`config.mk`:
```
export PLATFORM = sky130hd
export DESIGN_NAME = a23_copro_cfg_seq
export DESIGN_NICKNAME = d
export VERILOG_FILES = /design/src/rtl/a23_copro_cfg_seq.sv
export SDC_FILE = /design/constraint.sdc
export NUM_CORES = 1
export LEC_CHECK = 0
export ABC_AREA = 1
export BUFFER_PORTS_ARGS = -buffer_cell sky130_fd_sc_hd__buf_2
export CORE_ASPECT_RATIO = 0.8
export CORE_MARGIN = 2
export CORE_UTILIZATION = 33
export CTS_CLUSTER_SIZE = 16
export DETAILED_ROUTE_END_ITERATION = 6
export HOLD_SLACK_MARGIN = 0.15
export PLACE_DENSITY = 0.63
export SLEW_MARGIN = 40
export SYNTH_ARGS = -nofsm -noshare
export SYNTH_HDL_FRONTEND = slang
export SYNTH_SLANG_ARGS = --single-unit
```
`constraint.sdc`:
```
create_clock -name i_clk -period 2.7 [get_ports i_clk]
set_input_delay 0.54 -clock i_clk [delete_from_list [all_inputs] [get_ports i_clk]]
set_output_delay 0.54 -clock i_clk [all_outputs]
set_load 0.005 [all_outputs]
```
`src/rtl/a23_copro_cfg_seq.sv`:
```
// rtl/a23_copro_cfg_seq.sv - CP15 co-processor bus configuration initiator (MCR writes, optional flush).
// Define A23_COPRO_CFG_VERIFY_EN to add MRC read-back and compare of crn2..5 after the writes.
module a23_copro_cfg_seq #(
    parameter logic [3:0]  COPRO_NUM     = 4'd15,
    parameter bit          FLUSH_EN      = 1'b1,
    parameter logic [15:0] STALL_TIMEOUT = 16'd0
) (
    input  logic        i_clk,
    input  logic        i_rst_n,
    input  logic        i_fetch_stall,
    input  logic        i_start,
    input  logic [2:0]  i_cfg_control,
    input  logic [31:0] i_cfg_cacheable,
    input  logic [31:0] i_cfg_updateable,
    input  logic [31:0] i_cfg_disruptive,
    input  logic [31:0] i_copro_read_data,
    output logic [1:0]  o_copro_operation,
    output logic [3:0]  o_copro_crn,
    output logic [3:0]  o_copro_crm,
    output logic [2:0]  o_copro_opcode1,
    output logic [2:0]  o_copro_opcode2,
    output logic [3:0]  o_copro_num,
    output logic [31:0] o_copro_write_data,
    output logic        o_busy,
    output logic        o_done,
    output logic        o_error,
    output logic [3:0]  o_err_crn
);
    typedef enum logic [2:0] {
        S_IDLE, S_WR, S_FLUSH, S_DONE
`ifdef A23_COPRO_CFG_VERIFY_EN
        , S_RD, S_CHK
`endif
    } state_t;

`ifdef A23_COPRO_CFG_VERIFY_EN
    localparam state_t S_POST_WR = S_RD;
`else
    localparam state_t S_POST_WR = S_DONE;
    logic unused_rdata;
    assign unused_rdata = ^i_copro_read_data;
`endif

    state_t      state_q, state_d;
    logic [1:0]  op_q, op_d;
    logic [3:0]  crn_q, crn_d;
    logic [31:0] wdata_q, wdata_d;
    logic        busy_q, busy_d;
    logic        done_q, done_d;
    logic        error_q, error_d;
    logic [3:0]  err_crn_q, err_crn_d;
    logic [15:0] stall_cnt_q, stall_cnt_d;
    logic [2:0]  ctl_q;
    logic [31:0] cacheable_q, updateable_q, disruptive_q;
    logic        latch_cfg;

    logic [15:0] stall_cnt_inc;
    logic        timeout_hit;
    logic [3:0]  crn_nxt;
    logic [31:0] exp_nxt;

    assign stall_cnt_inc = (stall_cnt_q == 16'hffff) ? stall_cnt_q : stall_cnt_q + 16'd1;
    assign timeout_hit   = (STALL_TIMEOUT != 16'd0) && (op_q != 2'd0) && i_fetch_stall
                           && (stall_cnt_inc >= STALL_TIMEOUT);
    assign crn_nxt       = crn_q + 4'd1;

    always_comb begin
        case (crn_nxt)
            4'd2:    exp_nxt = {29'd0, ctl_q};
            4'd3:    exp_nxt = cacheable_q;
            4'd4:    exp_nxt = updateable_q;
            default: exp_nxt = disruptive_q;
        endcase
    end

`ifdef A23_COPRO_CFG_VERIFY_EN
    logic [31:0] exp_cur;
    always_comb begin
        case (crn_q)
            4'd2:    exp_cur = {29'd0, ctl_q};
            4'd3:    exp_cur = cacheable_q;
            4'd4:    exp_cur = updateable_q;
            default: exp_cur = disruptive_q;
        endcase
    end
`endif

    always_comb begin
        state_d     = state_q;
        op_d        = op_q;
        crn_d       = crn_q;
        wdata_d     = wdata_q;
        busy_d      = busy_q;
        done_d      = 1'b0;
        error_d     = error_q;
        err_crn_d   = err_crn_q;
        latch_cfg   = 1'b0;
        stall_cnt_d = ((op_q != 2'd0) && i_fetch_stall) ? stall_cnt_inc : 16'd0;
        case (state_q)
            S_IDLE: if (i_start) begin
                latch_cfg = 1'b1;
                error_d   = 1'b0;
                err_crn_d = 4'd0;
                busy_d    = 1'b1;
                state_d   = S_WR;
                op_d      = 2'd2;
                crn_d     = 4'd2;
                wdata_d   = {29'd0, i_cfg_control};
            end
            S_WR: if (!i_fetch_stall) begin
                if (crn_q != 4'd5) begin
                    crn_d   = crn_nxt;
                    wdata_d = exp_nxt;
                end else if (FLUSH_EN) begin
                    state_d = S_FLUSH;
                    crn_d   = 4'd1;
                    wdata_d = 32'd0;
                end else begin
                    state_d = S_POST_WR;
                    op_d    = 2'd1;
                    crn_d   = 4'd2;
                    wdata_d = 32'd0;
                end
            end
            S_FLUSH: if (!i_fetch_stall) begin
                state_d = S_POST_WR;
                op_d    = 2'd1;
                crn_d   = 4'd2;
                wdata_d = 32'd0;
            end
`ifdef A23_COPRO_CFG_VERIFY_EN
            S_RD: if (!i_fetch_stall) begin
                state_d = S_CHK;
                op_d    = 2'd0;
            end
            // Read data is compared on the advancing edge; only the first failure is recorded.
            S_CHK: if (!i_fetch_stall) begin
                if ((i_copro_read_data != exp_cur) && !error_q) begin
                    error_d   = 1'b1;
                    err_crn_d = crn_q;
                end
                if (crn_q != 4'd5) begin
                    state_d = S_RD;
                    op_d    = 2'd1;
                    crn_d   = crn_nxt;
                end else begin
                    state_d = S_DONE;
                end
            end
`endif
            S_DONE:  state_d = S_IDLE;
            default: state_d = S_IDLE;
        endcase
        if (timeout_hit) begin
            state_d = S_DONE;
            error_d = 1'b1;
            if (!error_q) err_crn_d = 4'hf;
        end
        // Entering DONE releases the bus and pulses done for a single cycle.
        if ((state_d == S_DONE) && (state_q != S_DONE)) begin
            op_d    = 2'd0;
            crn_d   = 4'd0;
            wdata_d = 32'd0;
            busy_d  = 1'b0;
            done_d  = 1'b1;
        end
    end

    always_ff @(posedge i_clk or negedge i_rst_n) begin
        if (!i_rst_n) begin
            state_q      <= S_IDLE;
            op_q         <= 2'd0;
            crn_q        <= 4'd0;
            wdata_q      <= 32'd0;
            busy_q       <= 1'b0;
            done_q       <= 1'b0;
            error_q      <= 1'b0;
            err_crn_q    <= 4'd0;
            stall_cnt_q  <= 16'd0;
            ctl_q        <= 3'd0;
            cacheable_q  <= 32'd0;
            updateable_q <= 32'd0;
            disruptive_q <= 32'd0;
        end else begin
            state_q     <= state_d;
            op_q        <= op_d;
            crn_q       <= crn_d;
            wdata_q     <= wdata_d;
            busy_q      <= busy_d;
            done_q      <= done_d;
            error_q     <= error_d;
            err_crn_q   <= err_crn_d;
            stall_cnt_q <= stall_cnt_d;
            if (latch_cfg) begin
                ctl_q        <= i_cfg_control;
                cacheable_q  <= i_cfg_cacheable;
                updateable_q <= i_cfg_updateable;
                disruptive_q <= i_cfg_disruptive;
            end
        end
    end

    assign o_copro_operation  = op_q;
    assign o_copro_crn        = crn_q;
    assign o_copro_crm        = 4'd0;
    assign o_copro_opcode1    = 3'd0;
    assign o_copro_opcode2    = 3'd0;
    assign o_copro_num        = COPRO_NUM;
    assign o_copro_write_data = wdata_q;
    assign o_busy             = busy_q;
    assign o_done             = done_q;
    assign o_error            = error_q;
    assign o_err_crn          = err_crn_q;
endmodule

```
## Word level (Yosys, flattened, before mapping)

Cells that the tools add are included.
W data, S select, Z words.

- Flip-flop bits (word level): 142
- Bits of input ports: 135

- Reductions and logical operators: 9
- Muxes and demuxes: 28
- $add $sub $neg: 1
- Equal/unequal tests: 11

Operator list:

| kind | number |
|---|---|
| $pmux W32 S3 | 2 |
| $mux W32 | 5 |
| $mux W4 | 5 |
| $mux W3 | 4 |
| $pmux W4 S3 | 1 |
| $ne A3 B3 Y1 const B | 3 |
| $pmux W3 S3 | 1 |
| $eq A4 B2 Y1 const B | 2 |
| $eq A3 B2 Y1 const B | 2 |
| $mux W1 | 6 |
| $mux W2 | 3 |
| $add A4 B1 Y4 const B | 1 |
| $eq A4 B3 Y1 const B | 1 |
| $ne A4 B3 Y1 const B | 1 |
| $pmux W2 S2 | 1 |
| $reduce_and A4 Y1 | 1 |
| $reduce_bool A2 Y1 | 2 |
| $reduce_bool A4 Y1 | 1 |
| $eq A3 B1 Y1 const B | 1 |
| $logic_not A3 Y1 | 1 |
| $ne A3 B2 Y1 const B | 1 |
| $reduce_and A3 Y1 | 1 |
| $reduce_bool A3 Y1 | 1 |
| $reduce_and A2 Y1 | 1 |
| $logic_and A1 B1 Y1 | 1 |

## Depth between registers and ports, before layout

- Word-level depth: 8
- Gate-level depth with buffers: 10
- Mapped depth without buffers: 9

## Worst setup path before layout

No wires, ideal clock.

- Kind: reg2reg
- Start: reg state_q[2]
- End: reg wdata_q[15], in the netlist o_copro_write_data[15]
- Period minus slack after synthesis: 1.492 ns
- Data required time: 2.580 ns
- Cell stages (with the launch flop): 9
- Setup time: 0.120 ns
- Arrival time: 1.371 ns
- Path slack: 1.208 ns
- Path through: dfrtp_1 nor2_2 nand2_1 o21ai_2 nor2_2 buf_6 buf_6 nand3_1 nand2_1

- Word-level cells in the longest chain between the ends: 7

Ends and longest elaborated chain:

| item | line | source |
|---|---|---|
| from (decl) | 44 | `state_t state_q, state_d;` |
| from (signal assigned) | 185 | `state_q <= state_d;` |
| $mux W3 | 111 | `if (crn_q != 4'd5) begin` |
| $mux W3 | 110 | `S_WR: if (!i_fetch_stall) begin` |
| $pmux W3 S3 | 99 | `case (state_q)` |
| $eq A3 B2 Y1 | 160 | `if ((state_d == S_DONE) && (state_q != S_DONE)) begin` |
| $logic_and A1 B1 Y1 | 160 |  |
| $ne A3 B3 Y1 (no line) or $reduce_bool A4 Y1 (tied branches) | n/a |  |
| $reduce_and A4 Y1 (no line) | n/a |  |
| to (signal assigned) | 188 | `wdata_q <= wdata_d;` |
| to (decl) | 47 | `logic [31:0] wdata_q, wdata_d;` |

Several ways; a longest one is shown, not always the timed one.
A chain may end at the register's enable or synchronous reset.

## Worst setup path after layout

- Start: reg state_q[1]
- End: reg wdata_q[20], in the netlist o_copro_write_data[20]

Same word-level chain as after synthesis.

==> flow_summary.toml <==
[sta]
final.setup_skew_ns = 0.00659
maxSlewHeadroom_pct = 49.1
setup_tns_ns = 0
finalHoldViolations = 0
slew_violations = 0
setup_viol = 0
period_needed_ns = 1.88
rsz0062_at_grt = "false"
fin_crit_sh_pct = 69.5
worst-slew-pin-transition_ns = 0.762
fmax_mhz = 533

[synth]
synth.area.top_cells = "dfrtp_1 55%, nand2_1 26%, nand3_1 4.7%"
synthDistinctLibCells = 25
synth-edff-count = 0
synth.top_cell.area_share_pct = 55.2
syn_area_um2 = 6440
synth-seq-area-share_pct = 55.2
async_flop_share_pct = 100
synth_ff_type = "dfrtp_1"
yosysTopAreaCell = "dfrtp_1"
postSynthCellCount = 810
ys_ff_latch = 142
synth_warnings = 0
syn_avg_cell_area_um2 = 7.95

[setup_path]
crit_fanout = 29
r2r-start = "state_q[1]"
cp-end-kind = "flop"
required_ns = 3.05
crit_type = "flop to flop"
startpoint = "state_q[1]"
path_cells = "nor3_4, nand2_2, inv_2, nand3_1, nand2_1"
worst_r2r_endpoint = "o_copro_write_data[20]"
crit_slowest_cell = "inv_2"
startpoint_type = "flop"
r2r_slack_ns = 0.82
reg2reg_depth = 5
cp.arrival_ns = 2.23
cpPeakStageDelay_ns = 0.59

[clock_network]
htreeDepth = 4
clockBufferDepth = 2
cts_root_buf = "clkbuf_16"
cts_buffers = 17
post_cts_resized = 0
cts.reportedPaths.clkPinSlew_ns = 0.06
clk_latency_ns = 0.41
post_cts_buffers = 0
clock-sinks = 142
holdBufCountCts = 1
cts_tree = "yes"

[routing]
via_per_inst = 4.56
wl_mm = 17.4
route.detailed.drc = 0
wire_per_inst_um = 14.4
vias = 5514
ant_nets = 0
firstDrtPassIters = 4
drt_iter0_markers = 342

[finish]
mostFrequentLayoutCells = "442 x nand2_1, 142 x dfrtp_1, 141 x buf_2"
area_delta_synth_final_pct = 23.7
seq_area_um2 = 3550
diodes = 0
layout-drive-gt1-share_pct = 21.9
multi_input_area_um2 = 2560
layoutNonFillerInstCount = 1208
nFillCells = 2001
final_nets = 1076
final_common_cell = "nand2_1"

[die]
die_h_um = 129
initial_core_util_pct = 33.8
ioPinCount = 194
die_area_um2 = 20700
core_area_um2 = 19000
die_w_um = 160
rows = 45

[hold_path]
hold_depth = 3
hold_end = "updateable_q[17]"
hold_start = "i_cfg_updateable[17]"
hold_class = "primary input to flop"

[power]
vdd_drop_max_uv = 346
power_leakage_nw = 4.42
power.density_nw_per_um2 = 790

[placed_design]
portBuffers = 142
dp.cells = 1179
place_congestion = 0.770
post-dp-hpwl_mm = 11.1

[global_route]
grt_pass1_vias = 5265
grt_max_degree = 98
grt_overflow = 0
grt_usage_pct = 17.7
grt_pass1_wl_mm = 28.3
antenna_found_initial = 0

[job]
drv_cap = 0

[outcome]
status = "completed"
-- metal layers --
| layer | GRT usage [%] | up-vias | part of all wire [%] | wire (um) |
|---|---|---|---|---|
| met5 | 0 | - | 0 | 0 |
| met4 | 4.45 | 0 | 0.80 | 140 |
| met3 | 4.29 | 13 | 5.9 | 1020 |
| met2 | 27.9 | 156 | 44 | 7700 |
| met1 | 24.6 | 2596 | 49 | 8560 |
| li1 | - | 2749 | - | - |
-- synth_stat cells (5+ instances only) --
master    count
nand2_1     442
dfrtp_1     142
nand3_1      60
o21ai_0      36
buf_4        21
buf_2        18
nor2_1       17
clkbuf_1     16
inv_1        12
nand3_2      10
inv_2         5
o21ai_1       5
-- sequential cells by signal, indices dropped and copies added, names as in the netlist, 2 cells and up --
register and count:
disruptive_q 32, o_copro_crn 4, o_copro_operation 2, updateable_q 32
o_copro_write_data 32, state_q 3, ctl_q 3, cacheable_q 32
-- final cells by class --
type | count | share of cell area (%)
inverter | 17 | 0.817
sequential | 142 | 44.6
tap | 258 | 4.05
timing repair buffer | 157 | 11.6
clock inverter | 7 | 0.832
multi-input combinational | 606 | 32.2
clock buffer | 21 | 5.91
-- worst max-delay path: cells and delay by family (launching register included) --
kind | cells | cell delay (ns)
and+or+nand+nor | 4 | 0.77
buffers and inverters | 1 | 0.59
DFF | 1 | 0.44
-- kinds of logic (layout without fill, tap and decap cells) --
logic type | Yosys count | after routing | synth area share, %
xor gates and xnor gates | 1 | 1 | 0.136
DFF | 142 | 142 | 55.2
AOI/OAI and AO/OA | 49 | 49 | 4.00
and+or+nand+nor | 536 | 536 | 33.8
buffers and inverters | 80 | 202 | 6.72
other | 2 | 20 | 0.117
-- power by group --
group	switching, mW	internal, mW	leakage, nW	total [mW]
clock network	0.866	1.31	0.266	2.18
registers	0.217	2.52	1.81	2.74
logic	0.872	0.502	2.34	1.37
total	1.96	4.34	4.42	6.29
-- how the worst max path moves through the flow --
| stage | end | slack [ns] |
|---|---|---|
| final | o_copro_write_data[20] | 0.82 |
| after global routing | o_copro_write_data[4] | 0.66 |
| after CTS | o_copro_write_data[19] | 0.81 |
| after detailed placement | cacheable_q[26] | 0.78 |
| after global placement | o_copro_write_data[4] | 0.55 |
| after floorplan | o_copro_write_data[15] | 1.21 |
-- stage by stage --
| stage | power [mW] | hold slack [ns] | worst slack, ns | area [um^2] | utilization [%] |
|---|---|---|---|---|---|
| 6_report | 6.29 | 0.314 | 0.823 | 7970 | 41.9 |
| 5_1_grt | 6.68 | 0.295 | 0.663 | 7970 | 41.9 |
| 4_1_cts | 6.37 | 0.295 | 0.813 | 7970 | 41.9 |
| 3_5_place_dp | 4.16 | 0.459 | 0.778 | 7420 | 39.0 |
| 3_3_place_gp | 4.11 | 0.451 | 0.550 | 7360 | 38.7 |
| 2_1_floorplan | 3.62 | 0.244 | 1.21 | 6510 | - |
(Power assumes the default switching activity.)
